`config.mk`:
```
export PLATFORM = sky130hd
export DESIGN_NAME = cplx_acc
export DESIGN_NICKNAME = d
export VERILOG_FILES = /design/src/rtl/cplx_pkg.sv /design/src/rtl/cplx_rnd_sat.sv /design/src/rtl/cplx_acc.sv
export SDC_FILE = /design/constraint.sdc
export NUM_CORES = 1
export LEC_CHECK = 0
export CORE_MARGIN = 1.5
export CORE_UTILIZATION = 29
export DETAILED_ROUTE_END_ITERATION = 10
export PLACE_DENSITY = 0.51
export SKIP_CTS_REPAIR_TIMING = 1
export SLEW_MARGIN = 20
export SYNTH_ARGS = -nofsm -noshare
export SYNTH_HDL_FRONTEND = slang
export SYNTH_SLANG_ARGS = --single-unit
```
`constraint.sdc`:
```
create_clock -name clk -period 2.95 [get_ports clk]
set_input_delay 0.885 -clock clk [delete_from_list [all_inputs] [get_ports clk]]
set_output_delay 0.885 -clock clk [all_outputs]
set_load 0.03 [all_outputs]
```
`src/rtl/cplx_pkg.sv`:
```
// Shared types and constants for the complex frame accumulator datapath.
package cplx_pkg;

    localparam int PROD_W = 16;

    typedef struct packed {
        logic signed [PROD_W-1:0] re;
        logic signed [PROD_W-1:0] im;
    } cplx16_t;

    typedef enum logic {
        ACCUM = 1'b0,
        HOLD  = 1'b1
    } acc_state_e;

endpackage

```
`src/rtl/cplx_rnd_sat.sv`:
```
// Per-rail round-half-up, arithmetic right shift and width reduction.
// CPLX_ACC_SAT_EN selects clamping with a sat flag; otherwise the result wraps.
module cplx_rnd_sat #(
    parameter int ACC_W = 24,
    parameter int SHIFT = 4,
    parameter int OUT_W = 16
) (
    input  logic signed [ACC_W-1:0] acc_i,
    output logic signed [OUT_W-1:0] res_o,
    output logic                    sat_o
);

    localparam int HS = (SHIFT > 0) ? SHIFT - 1 : 0;
    localparam logic signed [ACC_W:0] HALF = (SHIFT > 0) ? ((ACC_W+1)'(1) << HS) : '0;
    localparam logic signed [ACC_W:0] MAXV = {{(ACC_W+2-OUT_W){1'b0}}, {(OUT_W-1){1'b1}}};
    localparam logic signed [ACC_W:0] MINV = {{(ACC_W+2-OUT_W){1'b1}}, {(OUT_W-1){1'b0}}};

    // One guard bit so adding the half-LSB can never overflow.
    function automatic logic signed [ACC_W:0] round_shift(input logic signed [ACC_W-1:0] a);
        logic signed [ACC_W:0] t;
        t = {a[ACC_W-1], a} + HALF;
        return t >>> SHIFT;
    endfunction

    // Returns {sat, value}.
    function automatic logic [OUT_W:0] reduce(input logic signed [ACC_W:0] r);
        logic [OUT_W:0] o;
`ifdef CPLX_ACC_SAT_EN
        if (r > MAXV)      o = {1'b1, MAXV[OUT_W-1:0]};
        else if (r < MINV) o = {1'b1, MINV[OUT_W-1:0]};
        else               o = {1'b0, r[OUT_W-1:0]};
`else
        o = {1'b0, r[OUT_W-1:0]};
`endif
        return o;
    endfunction

    logic [OUT_W:0] red;

    always_comb begin
        red   = reduce(round_shift(acc_i));
        res_o = red[OUT_W-1:0];
        sat_o = red[OUT_W];
    end

endmodule

```
`src/rtl/cplx_acc.sv`:
```
// Complex frame accumulator: sums FRAME_LEN products per rail, then rounds/scales
// and presents one result per frame on valid/ready. Optional clamping: CPLX_ACC_SAT_EN.
module cplx_acc
    import cplx_pkg::*;
#(
    parameter int FRAME_LEN = 16,
    parameter int ACC_W     = 24,
    parameter int SHIFT     = 4,
    parameter int OUT_W     = 16
) (
    input  logic                     clk,
    input  logic                     rst_n,
    input  logic                     clr,
    input  logic                     in_valid,
    output logic                     in_ready,
    input  logic signed [PROD_W-1:0] in_re,
    input  logic signed [PROD_W-1:0] in_im,
    output logic                     out_valid,
    input  logic                     out_ready,
    output logic signed [OUT_W-1:0]  out_re,
    output logic signed [OUT_W-1:0]  out_im,
    output logic                     out_sat
);

    localparam int CNT_W = $clog2(FRAME_LEN);
    localparam logic [CNT_W-1:0] LAST = CNT_W'(FRAME_LEN - 1);

    acc_state_e              state_q, state_d;
    logic [CNT_W-1:0]        cnt_q, cnt_d;
    logic signed [ACC_W-1:0] acc_re_q, acc_re_d, acc_im_q, acc_im_d;
    logic                    out_valid_q, out_valid_d, in_ready_q, in_ready_d;
    logic signed [OUT_W-1:0] out_re_q, out_re_d, out_im_q, out_im_d;
    logic                    out_sat_q, out_sat_d;

    cplx16_t                 smp;
    logic signed [ACC_W-1:0] sum_re, sum_im;
    logic signed [OUT_W-1:0] rnd_re, rnd_im;
    logic                    sat_re, sat_im;
    logic                    accept;

    assign smp    = {in_re, in_im};
    assign accept = in_valid && in_ready_q;

    // First sample of a frame loads; later ones add.
    always_comb begin
        sum_re = {{(ACC_W-PROD_W){smp.re[PROD_W-1]}}, smp.re};
        sum_im = {{(ACC_W-PROD_W){smp.im[PROD_W-1]}}, smp.im};
        if (cnt_q != '0) begin
            sum_re = sum_re + acc_re_q;
            sum_im = sum_im + acc_im_q;
        end
    end

    cplx_rnd_sat #(.ACC_W(ACC_W), .SHIFT(SHIFT), .OUT_W(OUT_W)) u_rnd_re (
        .acc_i(sum_re), .res_o(rnd_re), .sat_o(sat_re)
    );

    cplx_rnd_sat #(.ACC_W(ACC_W), .SHIFT(SHIFT), .OUT_W(OUT_W)) u_rnd_im (
        .acc_i(sum_im), .res_o(rnd_im), .sat_o(sat_im)
    );

    always_comb begin
        state_d     = state_q;
        cnt_d       = cnt_q;
        acc_re_d    = acc_re_q;
        acc_im_d    = acc_im_q;
        out_valid_d = out_valid_q;
        out_re_d    = out_re_q;
        out_im_d    = out_im_q;
        out_sat_d   = out_sat_q;
        if (clr) begin
            state_d     = ACCUM;
            cnt_d       = '0;
            acc_re_d    = '0;
            acc_im_d    = '0;
            out_valid_d = 1'b0;
        end else begin
            case (state_q)
                ACCUM: begin
                    if (accept) begin
                        acc_re_d = sum_re;
                        acc_im_d = sum_im;
                        if (cnt_q == LAST) begin
                            cnt_d       = '0;
                            out_valid_d = 1'b1;
                            out_re_d    = rnd_re;
                            out_im_d    = rnd_im;
                            out_sat_d   = sat_re | sat_im;
                            state_d     = HOLD;
                        end else begin
                            cnt_d = cnt_q + 1'b1;
                        end
                    end
                end
                HOLD: begin
                    if (out_valid_q && out_ready) begin
                        out_valid_d = 1'b0;
                        state_d     = ACCUM;
                    end
                end
                default: state_d = ACCUM;
            endcase
        end
        // Registered ready tracks the state being entered, so it stays low through reset.
        in_ready_d = (state_d == ACCUM);
    end

    always_ff @(posedge clk or negedge rst_n) begin
        if (!rst_n) begin
            state_q     <= ACCUM;
            cnt_q       <= '0;
            acc_re_q    <= '0;
            acc_im_q    <= '0;
            out_valid_q <= 1'b0;
            in_ready_q  <= 1'b0;
            out_re_q    <= '0;
            out_im_q    <= '0;
            out_sat_q   <= 1'b0;
        end else begin
            state_q     <= state_d;
            cnt_q       <= cnt_d;
            acc_re_q    <= acc_re_d;
            acc_im_q    <= acc_im_d;
            out_valid_q <= out_valid_d;
            in_ready_q  <= in_ready_d;
            out_re_q    <= out_re_d;
            out_im_q    <= out_im_d;
            out_sat_q   <= out_sat_d;
        end
    end

    assign in_ready  = in_ready_q;
    assign out_valid = out_valid_q;
    assign out_re    = out_re_q;
    assign out_im    = out_im_q;
    assign out_sat   = out_sat_q;

endmodule

```
Yosys cells after proc, flatten, opt, wreduce, memory -nomap -nowiden. Cells that the tools add are included.

Bits in registers: 87. Logic and storage cells: 50. Input port bits: 37.

Equal/unequal tests: 5. Add/subtract/negate cells: 5. Multiplexer cells: 22. Bitwise operators: 3. Reduce and logical (&&, ||, !) cells: 7.

Operators with widths (number): 2-to-1 mux 24 bit (8); adder 16 x 24 -> 24 bit (2); adder 20 x 5 -> 20 bit, second input constant (2); 2-to-1 mux 4 bit (4); 2-to-1 mux 1 bit (8); != test 3 bit, second input constant (2); adder 4 x 1 -> 4 bit, second input constant (1); equality test 4 bit, second input constant (1); case mux 1 bit (2 select lines) (2); AND reduction 4 bit (1); nonzero test 4 bit (1); != test 3 x 2 -> 1 bit, second input constant (1); NOT 1 bit (3); AND reduction 3 bit (1); logical AND 1 bit (2); != test 2 bit, second input constant (1); AND reduction 2 bit (1); nonzero test 2 bit (1).

Logic depth before layout (Yosys ltp).
Depth after elaboration: 6. Depth in mapped cells: 15. Depth with buffers taken out: 15.

Cells and area by module. A second synthesis with hierarchy kept.

Cells, all modules: 845. Area total of the unflattened synthesis: 7221.9 um^2.

Modules (own cells, without submodules): cplx_acc (sequential area each 2202.1 um^2, instances 1, cells each 753, area each 6443.7 um^2); cplx_rnd_sat (sequential area each 0.0 um^2, instances 2, cells each 46, area each 389.1 um^2).

Least setup slack after synthesis. No wires, ideal clock.

Kind: input to register. From: input port in_re[0]. To: register out_re_q[15], in the netlist out_re[15]. Cell stages on the path: 13. Arrival time: 3572 ps. Slack: -718 ps. Path buffers: 0. Library setup time: 95 ps. Cell sequence: ha_1 -> inv_1 -> fa_1 -> nand2b_1 -> a21o_1 -> a31oi_2 -> o211ai_2 -> nand3_1 -> or3b_4 -> nor4_4 -> o2111ai_2 -> o31a_1 -> o31ai_1.

Word-level cells in the longest chain between the ends: 3.

Ends and longest elaborated chain: from (decl) (RTL line cplx_acc.sv:16) `input logic signed [PROD_W-1:0] in_re,`; adder 16 x 24 -> 24 bit (RTL line cplx_acc.sv:49) `sum_re = sum_re + acc_re_q;`; 2-to-1 mux 24 bit (*) (RTL line cplx_acc.sv:48) `if (cnt_q != '0) begin`; adder 20 x 5 -> 20 bit (*) (RTL line cplx_rnd_sat.sv:21) `t = {a[ACC_W-1], a} + HALF;`; to (signal assigned) (RTL line cplx_acc.sv:126) `out_re_q <= out_re_d;`; to (decl) (RTL line cplx_acc.sv:32) `logic signed [OUT_W-1:0] out_re_q, out_re_d, out_im_q, out_im_d;`.

Every way passes the cells marked *; elsewhere a longest branch is shown, timed or not. A chain may end at the register's enable or synchronous reset.

Final worst setup path. Same ends and word-level chain as after synthesis.

==> impl_metrics.yaml <==
synth:
  yosys.area_share.xor_xnor: 0.0631
  seq_area_frac_synth: 0.324
  yosysTopAreaCell: "dfrtp_1"
  synth_edf_count: 0
  synth_cells: 736
  async_flop_share: 1.00
  synth-compound-area-share: 0.228
  synth_top_family_by_area: "simple AND/OR/NAND/NOR gates"
  yosys_warnings: 0
  synth.area.mux_share: 0.0229
  syn-num-nets: 817
  synth_fa_ha_area_frac: 0.0925
  syn_area_per_cell_um2: 8.30
  yosys_most_used_dff: "dfrtp_1"
  yosysUniqueCellTypes: 74
  synthTopCellsByArea: "dfrtp_1 32%, ha_1 8.6%, nand2_1 6.1%, nor2_1 5.0%, a211oi_1 4.4%"
  yosys.area_share.simple: 0.238
  ys_ff_latch: 79
  syn-cell-area_um2: 6110
  synth_top_area_frac: 0.324
cells_and_area:
  final_cells: 1250
  antenna_cells: 0
  nets: 1056
  ff_latch_area_um2: 1980
  multiInputGateArea_um2: 5090
  drive_above_1_share: 0.386
  area_delta_synth_final_pct: 64.2
  nFillCells: 1987
  stdcell_area_um2: 10000
setup_path:
  r2r-start: "acc_re_q[0]"
  crit_path_start_kind: "input port"
  cp_max_fo: 4
  required_ns: 3.21
  r2r-end: "out_re[15]"
  worstSetupPathType: "in2reg"
  reg2reg_depth: 13
  ff2ff_setup_slack_ns: -0.38
  cp-end-kind: "flip-flop"
  crit_arrival_ns: 3.78
status:
  violations: "negative setup slack"
  status: "finished with violations"
cts:
  clkTransAtPathRegs_ns: 0.06
  clk_latency_ns: 0.35
  numClockSinks: 79
  clock_path_buffers: 2
  cts.htree.levels: 3
  cts_buffers: 9
  root_buffer: "clkbuf_16"
  cts_tree: "built"
run:
  max_cap_violations: 0
timing:
  rsz0062_at_grt: "true"
  layout_worst_path_cycle_share: 1.19
  setup_tns_ns: -6.82
  worst_pin_slew_ns: 0.780
  hold_viol: 0
  fmax_mhz: 285
  fin_crit_ns: 3.51
  setup_viol: 27
  relSlewSlack: 0.480
  maxSlewViolCount: 0
  fin_skew_ns: 0.00678
  worst_slack_ns: -0.562
min_path:
  min_path_cells: 2
  hold_start: "out_im[6]"
  hp-class: "reg2reg"
  hold_end: "out_im[6]"
placed_design:
  placed_cell_area_um2: 8510
  place_hpwl_um: 13900
  place_inst: 1211
  port_buffers: 70
  place_congestion: 0.879
route:
  wire_per_inst_um: 15.8
  drtPass1Iterations: 4
  vias: 6222
  viasPerCell: 4.98
  drc_errors: 0
  ant_nets: 0
  m1WireLength_um: 9580
  routed_wl_um: 19700
  drt_iter0_markers: 269
  wl_met3_um: 588
  highest_layer: "met4"
  met2WireLength_um: 9120
floorplanning:
  io_pins: 72
  die_area_um2: 22000
  start_util: 0.299
  die_x_um: 148
  coreArea_um2: 20400
  die_h_um: 148
  num_rows: 52
power_and_ir_drop:
  power_density_nw_per_um2: 428
  p_leak_nw: 4.43
  total_power_mw: 4.30
  ir_drop_v: 0.000324
grt:
  grt.overflow.total: 0
  grt_pass1_wl_um: 30400
  grt_max_degree: 70
  grt_usage: 0.175
  grt_antenna_before_repair: 0
  grt_pass1_vias: 6010
[metal layers]
metal | GRT usage | vias to the layer above
met4 | 0.0688 | 0
met5 | 0 | -
met3 | 0.0282 | 25
met1 | 0.236 | 2945
li1 | - | 3160
met2 | 0.280 | 92
[cell usage after synthesis (all sizes together) (2+ instances only)]
master / instances
nand3b: 4
clkbuf: 26
and2: 12
o211ai: 10
o31a: 2
nor4b: 6
nor3: 22
a41o: 2
a211o: 4
or3b: 3
or4: 2
nand4b: 2
buf: 6
o21bai: 2
xnor2: 23
xor2: 21
nand2: 99
inv: 17
ha: 42
or2: 3
o22a: 2
nand3: 14
o21a: 6
and3: 6
nor3b: 6
a311oi: 5
nor2b: 4
fa: 2
a211oi: 36
mux2i: 14
nor4: 10
a31oi: 9
nand2b: 8
o21ai: 51
a21oi: 48
nand4: 5
a2111oi: 2
o31ai: 6
dfrtp: 79
or3: 6
nor2: 81
a21o: 10
[cell usage in the layout (no fill, tap or decap), types with 6 or more instances in the layout]
cell and count:
a211oi_1 29, a21o_1 9, a21oi_1 26, a21oi_2 18
and2_1 11, and3_1 6, buf_4 178, buf_6 14
clkbuf_16 9, clkdlybuf4s50_1 39, dfrtp_1 79, dlymetal6s2s_1 20
ha_1 11, ha_4 27, inv_1 15, mux2i_1 10
nand2_1 91, nand3_1 9, nor2_1 72, nor3_1 14
o211ai_1 9, o21a_1 6, o21ai_0 22, o21ai_1 22
o21ai_2 6, xnor2_1 17, xor2_1 15
[critical path, cell delays in order]
cell	delay, ns
buf_8	0.08
ha_4	0.12
inv_2	0.04
fa_2	0.38
nand2b_4	0.15
a21o_4	0.24
a31oi_4	0.23
o211ai_2	0.11
nand3_1	0.10
or3b_4	0.40
nor4_4	0.34
o2111ai_2	0.20
o31a_1	0.33
o31ai_2	0.17
[report_power, final]
group	switching, mW	internal, mW
clock	0.484	0.741
combinational	0.947	0.940
sequential	0.0512	1.13
[logic make-up after synthesis]
kind of cell,count (synthesis)
simple gates,297
compound gates,208
flops,79
buf+inv,49
fa+ha+maj,44
xor+xnor,44
mux,14
other cells,1
[worst max-delay path by stage]
| stage | from | endpoint | cells past startpoint |
|---|---|---|---|
| after floorplan | in_re[0] | out_re[15] | 13 |
| after global placement | in_re[0] | out_re[15] | 14 |
| after detailed placement | in_re[0] | out_re[15] | 14 |
| after CTS | in_re[0] | out_re[15] | 14 |
| after global routing | in_re[0] | out_re[15] | 14 |
| final | in_re[0] | out_re[15] | 14 |
[area by class of cell]
class / count / share of cell area
sequential: 79 / 0.197
clock inverter: 4 / 0.00698
timing repair buffer: 260 / 0.225
inverter: 17 / 0.00636
multi-input combinational: 608 / 0.508
tap: 270 / 0.0337
clock buffer: 12 / 0.0236
[metrics by stage]
step | hold slack, ns | setup WS [ns] | utilization
3_5_place_dp | 0.469 | -1.28 | 0.417
4_1_cts | 0.486 | -0.928 | 0.432
2_1_floorplan | 0.474 | -0.511 | -
3_3_place_gp | 0.468 | -1.22 | 0.417
6_report | 0.479 | -0.562 | 0.491
5_1_grt | 0.515 | -0.662 | 0.491
[state kept, by name, summed over array words and instances, names as in the netlist]
| register | flops |
|---|---|
| acc_im_q | 20 |
| acc_re_q | 20 |
| cnt_q | 4 |
| in_ready | 1 |
| out_im | 16 |
| out_re | 16 |
| out_valid | 1 |
| state_q | 1 |
No activity file was read; power rests on OpenSTA's default activity.
